<file path="src/rtl/serial_deser_pkg.sv">
// Shared types and defaults for the serial deserializer.
package serial_deser_pkg;

   typedef enum logic [1:0] {
      IDLE  = 2'd0,
      SHIFT = 2'd1,
      DONE  = 2'd2
   } state_t;

   localparam int DEFAULT_WIDTH = 5;
   localparam int DEFAULT_DIV   = 4;

endpackage

</file>
<file path="src/rtl/serial_deser_tick_gen.sv">
// Bit-period divider: counts 0..DIV-1 while clr is low, tick is high on the last count.
module tick_gen #(
   parameter int DIV = 4
) (
   input  logic clk,
   input  logic reset,
   input  logic clr,
   output logic tick
);

   localparam int CW = (DIV > 2) ? $clog2(DIV) : 1;
   localparam logic [CW-1:0] LAST = CW'(DIV - 1);

   logic [CW-1:0] cnt_q, cnt_d;

   always_comb begin
      cnt_d = cnt_q;
      if (clr || (cnt_q == LAST)) begin
         cnt_d = '0;
      end else begin
         cnt_d = cnt_q + 1'b1;
      end
   end

   always_ff @(posedge clk or posedge reset) begin
      if (reset) begin
         cnt_q <= '0;
      end else begin
         cnt_q <= cnt_d;
      end
   end

   assign tick = !clr && (cnt_q == LAST);

endmodule

</file>
<file path="src/rtl/serial_deser.sv">
// Serial-to-parallel deserializer with IDLE/SHIFT/DONE handshake FSM.
// Optional even-parity bit and parity_err output enabled by SERIAL_DESER_PARITY_EN.
module serial_deser
   import serial_deser_pkg::*;
#(
   parameter int WIDTH = DEFAULT_WIDTH,
   parameter int DIV   = DEFAULT_DIV
) (
   input  logic             clk,
   input  logic             reset,
   input  logic             sin,
   input  logic             start,
   input  logic             shift_r,
   input  logic             ack,
   output logic [WIDTH-1:0] q,
   output logic             valid,
`ifdef SERIAL_DESER_PARITY_EN
   output logic             parity_err,
`endif
   output logic             busy
);

`ifdef SERIAL_DESER_PARITY_EN
   localparam int NBITS = WIDTH + 1;
`else
   localparam int NBITS = WIDTH;
`endif
   localparam int CNTW = $clog2(NBITS + 1);
   localparam logic [CNTW-1:0] LAST_BIT = CNTW'(NBITS - 1);

   state_t           state_q;
   logic [WIDTH-1:0] sr_q, sr_d;
   logic [WIDTH-1:0] q_q;
   logic [CNTW-1:0]  bit_cnt_q;
   logic             dir_q;
   logic             tick;
`ifdef SERIAL_DESER_PARITY_EN
   logic             parity_err_q;
`endif

   tick_gen #(.DIV(DIV)) u_tick_gen (
      .clk   (clk),
      .reset (reset),
      .clr   (state_q != SHIFT),
      .tick  (tick)
   );

   always_comb begin
      sr_d = sr_q;
      if (dir_q) begin
         sr_d = {sin, sr_q[WIDTH-1:1]};
      end else begin
         sr_d = {sr_q[WIDTH-2:0], sin};
      end
   end

   always_ff @(posedge clk or posedge reset) begin
      if (reset) begin
         state_q      <= IDLE;
         sr_q         <= '0;
         q_q          <= '0;
         bit_cnt_q    <= '0;
         dir_q        <= 1'b0;
`ifdef SERIAL_DESER_PARITY_EN
         parity_err_q <= 1'b0;
`endif
      end else begin
         case (state_q)
            IDLE: begin
               if (start) begin
                  state_q   <= SHIFT;
                  dir_q     <= shift_r;
                  sr_q      <= '0;
                  bit_cnt_q <= '0;
               end
            end
            SHIFT: begin
               if (tick) begin
                  bit_cnt_q <= bit_cnt_q + 1'b1;
`ifdef SERIAL_DESER_PARITY_EN
                  // The parity bit is checked against the data but never shifted in.
                  if (bit_cnt_q == LAST_BIT) begin
                     state_q      <= DONE;
                     q_q          <= sr_q;
                     parity_err_q <= ^{sr_q, sin};
                  end else begin
                     sr_q <= sr_d;
                  end
`else
                  sr_q <= sr_d;
                  if (bit_cnt_q == LAST_BIT) begin
                     state_q <= DONE;
                     q_q     <= sr_d;
                  end
`endif
               end
            end
            DONE: begin
               if (ack) begin
                  state_q <= IDLE;
               end
            end
            default: state_q <= IDLE;
         endcase
      end
   end

   assign q     = q_q;
   assign busy  = (state_q == SHIFT);
   assign valid = (state_q == DONE);
`ifdef SERIAL_DESER_PARITY_EN
   assign parity_err = parity_err_q;
`endif

endmodule

</file>
<file path="config.mk">
export PLATFORM = sky130hd
export DESIGN_NAME = serial_deser
export DESIGN_NICKNAME = d
export VERILOG_FILES = /design/src/rtl/serial_deser_pkg.sv /design/src/rtl/serial_deser_tick_gen.sv /design/src/rtl/serial_deser.sv
export SDC_FILE = /design/constraint.sdc
export NUM_CORES = 1
export LEC_CHECK = 0
export BUFFER_PORTS_ARGS = -buffer_cell sky130_fd_sc_hd__clkbuf_2
export CAP_MARGIN = 0
export CORE_AREA = 5 5 47 49
export CTS_CLUSTER_DIAMETER = 60
export DETAILED_ROUTE_END_ITERATION = 6
export DIE_AREA = 0 0 52 54
export PLACE_DENSITY = 0.74
export SKIP_LAST_GASP = 1
export SLEW_MARGIN = 20
export SYNTH_ARGS = -nofsm -noshare
export SYNTH_HDL_FRONTEND = slang
export SYNTH_HIERARCHICAL = 1
export SYNTH_SLANG_ARGS = --single-unit
</file>
<file path="constraint.sdc">
create_clock -name clk -period 4.88 [get_ports clk]
set_clock_uncertainty 0.2 [all_clocks]
set_input_delay 0.488 -clock clk [delete_from_list [all_inputs] [get_ports clk]]
set_output_delay 0.488 -clock clk [all_outputs]
set_load 0.01 [all_outputs]
</file>
==> results.txt <==
----------------------------------------------------
[Clock tree]
  CTS Buffer Depth ... 2
  Clock root buffer master ... clkbuf_4
  Post-CTS resize count ... 0
  H-tree level count ... 1
  Number of buffers created by CTS ... 3
  Clock tree from TritonCTS ... yes
  Clock sink count ... 18
  Post-CTS Setup Bufs ... 0
  Worst-Skew Late Latency ... 0.29 ns
  Worst-path clk slew ... 0.10 ns

[Place]
  Port bufs ... 12
  Gpl congestion ... 0.817
  Placed Area ... 0.00102 mm²
  HPWL after detailed placement ... 1200 µm

[Finish]
  Final-stage net count ... 102
  Area growth from synthesis to layout ... 10.5%
  Count of fill cells added during filler insertion ... 149
  Final design utilization ... 58.4%
  Final Cell Area ... 0.00106 mm²
  Antenna diode count ... 0
  Layout cell share with drive strength beyond 1 ... 32.6%

[Synthesis]
  Post-synthesis adder-cell area fraction ... 3.90%
  Sequential element share of the synthesized area ... 46.8%
  Post-synthesis area per instance ... 12.0 µm²
  Commonest cells in the synthesized netlist ... 18 x dfrtp_1, 8 x o21ai_1, 6 x nand2_1, 6 x o31ai_1, 5 x inv_1
  Count of flip-flops with a built-in enable after synthesis ... 0
  Synthesized-area fraction occupied by ao, oa, aoi and oai cells ... 12.4%
  Portion of synthesized cell area occupied by the leading cell type ... 46.8%
  Biggest area consumer among synthesized cells ... dfrtp_1
  Summed instance area of the synthesized netlist ... 962 µm²
  Synth warnings ... 6
  Top-count cell post-synth ... dfrtp_1
  Distinct cell type count of the synthesized netlist ... 28
  Main synth FF type ... dfrtp_1
  Post-synthesis register bit count ... 18
  Post-synthesis simple-gate area fraction ... 14.6%
  Largest cells by area after synthesis ... dfrtp_1 47%, mux2_4 6.2%, mux2_1 4.7%, o31ai_1 4.7%, o21ai_1 4.2%
  Nets in the synthesized netlist ... 89
  Xor and xnor area share after synthesis ... 0%
  Share of cell area taken by muxes after synthesis ... 15.2%
  Main combinational cell family by area after synthesis ... multiplexers
  Post-synth ARST share ... 100%
  Cell count after synthesis ... 80

[Die]
  Horiz. Die Dim ... 52 µm
  Die outline height ... 54 µm
  Starting density of the core ... 52.8%
  Area enclosed by the die boundary ... 0.00281 mm²
  Floorplan core area ... 0.00182 mm²
  Top Ports ... 13
  Row cnt ... 16

[Critical path]
  Chain of cells forming the critical path ... nor2b_4 > inv_8 > nor2b_2 > mux2i_1 > o21ai_0 > nand3_1
  Critical path capture point type ... register
  Setup Crit Path Kind ... register to register
  Critical Path Fanout Max ... 18
  Family with the most delay on the worst path ... multiplexers
  Total number of cells along the worst setup path ... 6
  R2R depth ... 6
  CP max-delay cell ... mux2i_1
  Critical path buffers and inverters ... 1
  Largest incremental delay on the critical path ... 0.79 ns
  Data required time at the worst endpoint ... 4.91 ns
  Arrival @ worst endpoint ... 2.48 ns
  Origin of the worst setup path ... state_q[1]
  Critical path endpoint ... bit_cnt_q[2]
  Critical path startpoint category ... register
  Beginning of the worst register-to-register path ... state_q[1]
  R2R Path End ... bit_cnt_q[2]
  Flop2flop setup slack ... 2.43 ns

[STA]
  Total Negative Setup Slacks ... 0 ns
  Period utilisation layout ... 50.2%
  Final setup violation count ... 0
  Minimum period implied by the final worst setup slack ... 2.45 ns
  RSZ-0062 raised after global routing ... no
  Worst slew margin relative to its limit ... 31.3%
  Worst-margin pin slew ... 1.00 ns
  Max-slew violations ... 0
  Number of endpoints with negative hold slack in the final report ... 0
  Peak clock frequency supported by timing ... 408 MHz

[Global route]
  Via count of the first global-routing pass ... 614
  Aggregate global routing overflow ... 0
  Number of antenna violations at the first check in global routing ... 0
  Total routing usage reported by global routing ... 13.8%
  First-pass GRT wire length ... 2770 µm
  Largest net degree at the start of global routing ... 19

[Hold path]
  Worst min-delay path category ... input port to register
  HP Start ... shift_r

[Drt]
  Number of iterations in the first detailed-routing pass ... 4
  Routed wire per std cell ... 13.2 µm
  Count of antenna-violating nets left after detailed routing ... 0
  Vias per std cell ... 5.34
  DRC violations left ... 0
  Routed vias ... 636
  DRT iter0 DRCs ... 9
  Total detailed-routing wirelength ... 1570 µm

[Outcome]
  Status ... complete, no violations

[Pwr]
  Worst supply voltage drop on vdd ... 0.293 mV
  Leakage power ... 0.535 nW
  Pwr Density ... 576 mW/mm²

[Flow run]
  Maximum capacitance violations ... 0

----------------------------------------------------
==> cell type report <==
cell class	instances	area, µm²	area share [%]
Timing Repair Buffer	13	70.1	6.59
Inverter	6	30.0	2.82
Tap cell	27	33.8	3.18
Sequential cell	18	450	42.4
Clock buffer	4	36.3	3.41
Multi-Input combinational cell	51	443	41.6
==> worst min-delay path by stage <==
stage | to | slack, ns | cells past startpoint
detailed placement | u_tick_gen/cnt_q[1] | 0.14 | 2
floorplan | u_tick_gen/cnt_q[0] | 0.03 | 1
finish | dir_q | 0.20 | 2
CTS | dir_q | 0.20 | 2
global placement | u_tick_gen/cnt_q[1] | 0.13 | 2
global route | dir_q | 0.20 | 2
==> per-stage QoR <==
stage | hold WS, ns | std cells | worst slack (ns) | total power, W
finish | 0.204 | 119 | 2.43 | 0.000612
global route | 0.202 | 119 | 2.18 | 0.000663
CTS | 0.201 | 119 | 2.46 | 0.000618
detailed placement | 0.140 | 114 | 2.48 | 0.000527
global placement | 0.129 | 114 | 2.58 | 0.000519
floorplan | 0.0292 | 80 | 2.93 | 0.000480
==> power by group <==
part	leakage [nW]	switching (W)	internal, W
clock	0.0210	0.0000455	0.0000455
sequential	0.228	0.0000499	0.000210
combinational	0.286	0.000138	0.000124
total	0.535	0.000233	0.000380
==> layer usage <==
metal,vias up,global-route usage (%),part of all wire (%)
li1,306,-,-
met3,5,3.32,4.4
met2,15,21.8,47
met1,310,16.6,45
met4,0,9.61,2.6
met5,-,0,0
==> repair_timing <==
action,4_1_cts,5_1_grt
hold buffers,1,0
setup endpoints to repair,0,0
endpoints found under the hold margin,2,0
==> flip-flops by register name, summed over array words and instances, names as in the netlist <==
name and cells:
q 5, bit_cnt_q 3, dir_q 1, state_q 2
sr_q 5, u_tick_gen/cnt_q 2
==> cells in the final DEF, fill, tap and decap left out, drive strengths merged <==
cell	instances
ha	3
clkbuf	16
inv	6
dlygate4sd3	1
mux2i	3
o41ai	1
dfrtp	18
o31ai	6
a21o	1
and2b	1
nor2b	2
mux2	9
nor3	1
nor2	2
nor3b	2
o21ai	10
nand2	6
nand3	2
nand4b	2
==> kinds of logic (layout without fill, tap and decap cells) <==
family | after synthesis | count (layout)
AND/OR/NAND/NOR | 18 | 18
flip-flops | 18 | 18
buffers and inverters | 11 | 23
multiplexers | 12 | 12
adder cells (fa/ha/maj) | 3 | 3
AO/OA/AOI/OAI | 18 | 18
Note: power is estimated with default switching activity, not from simulation.
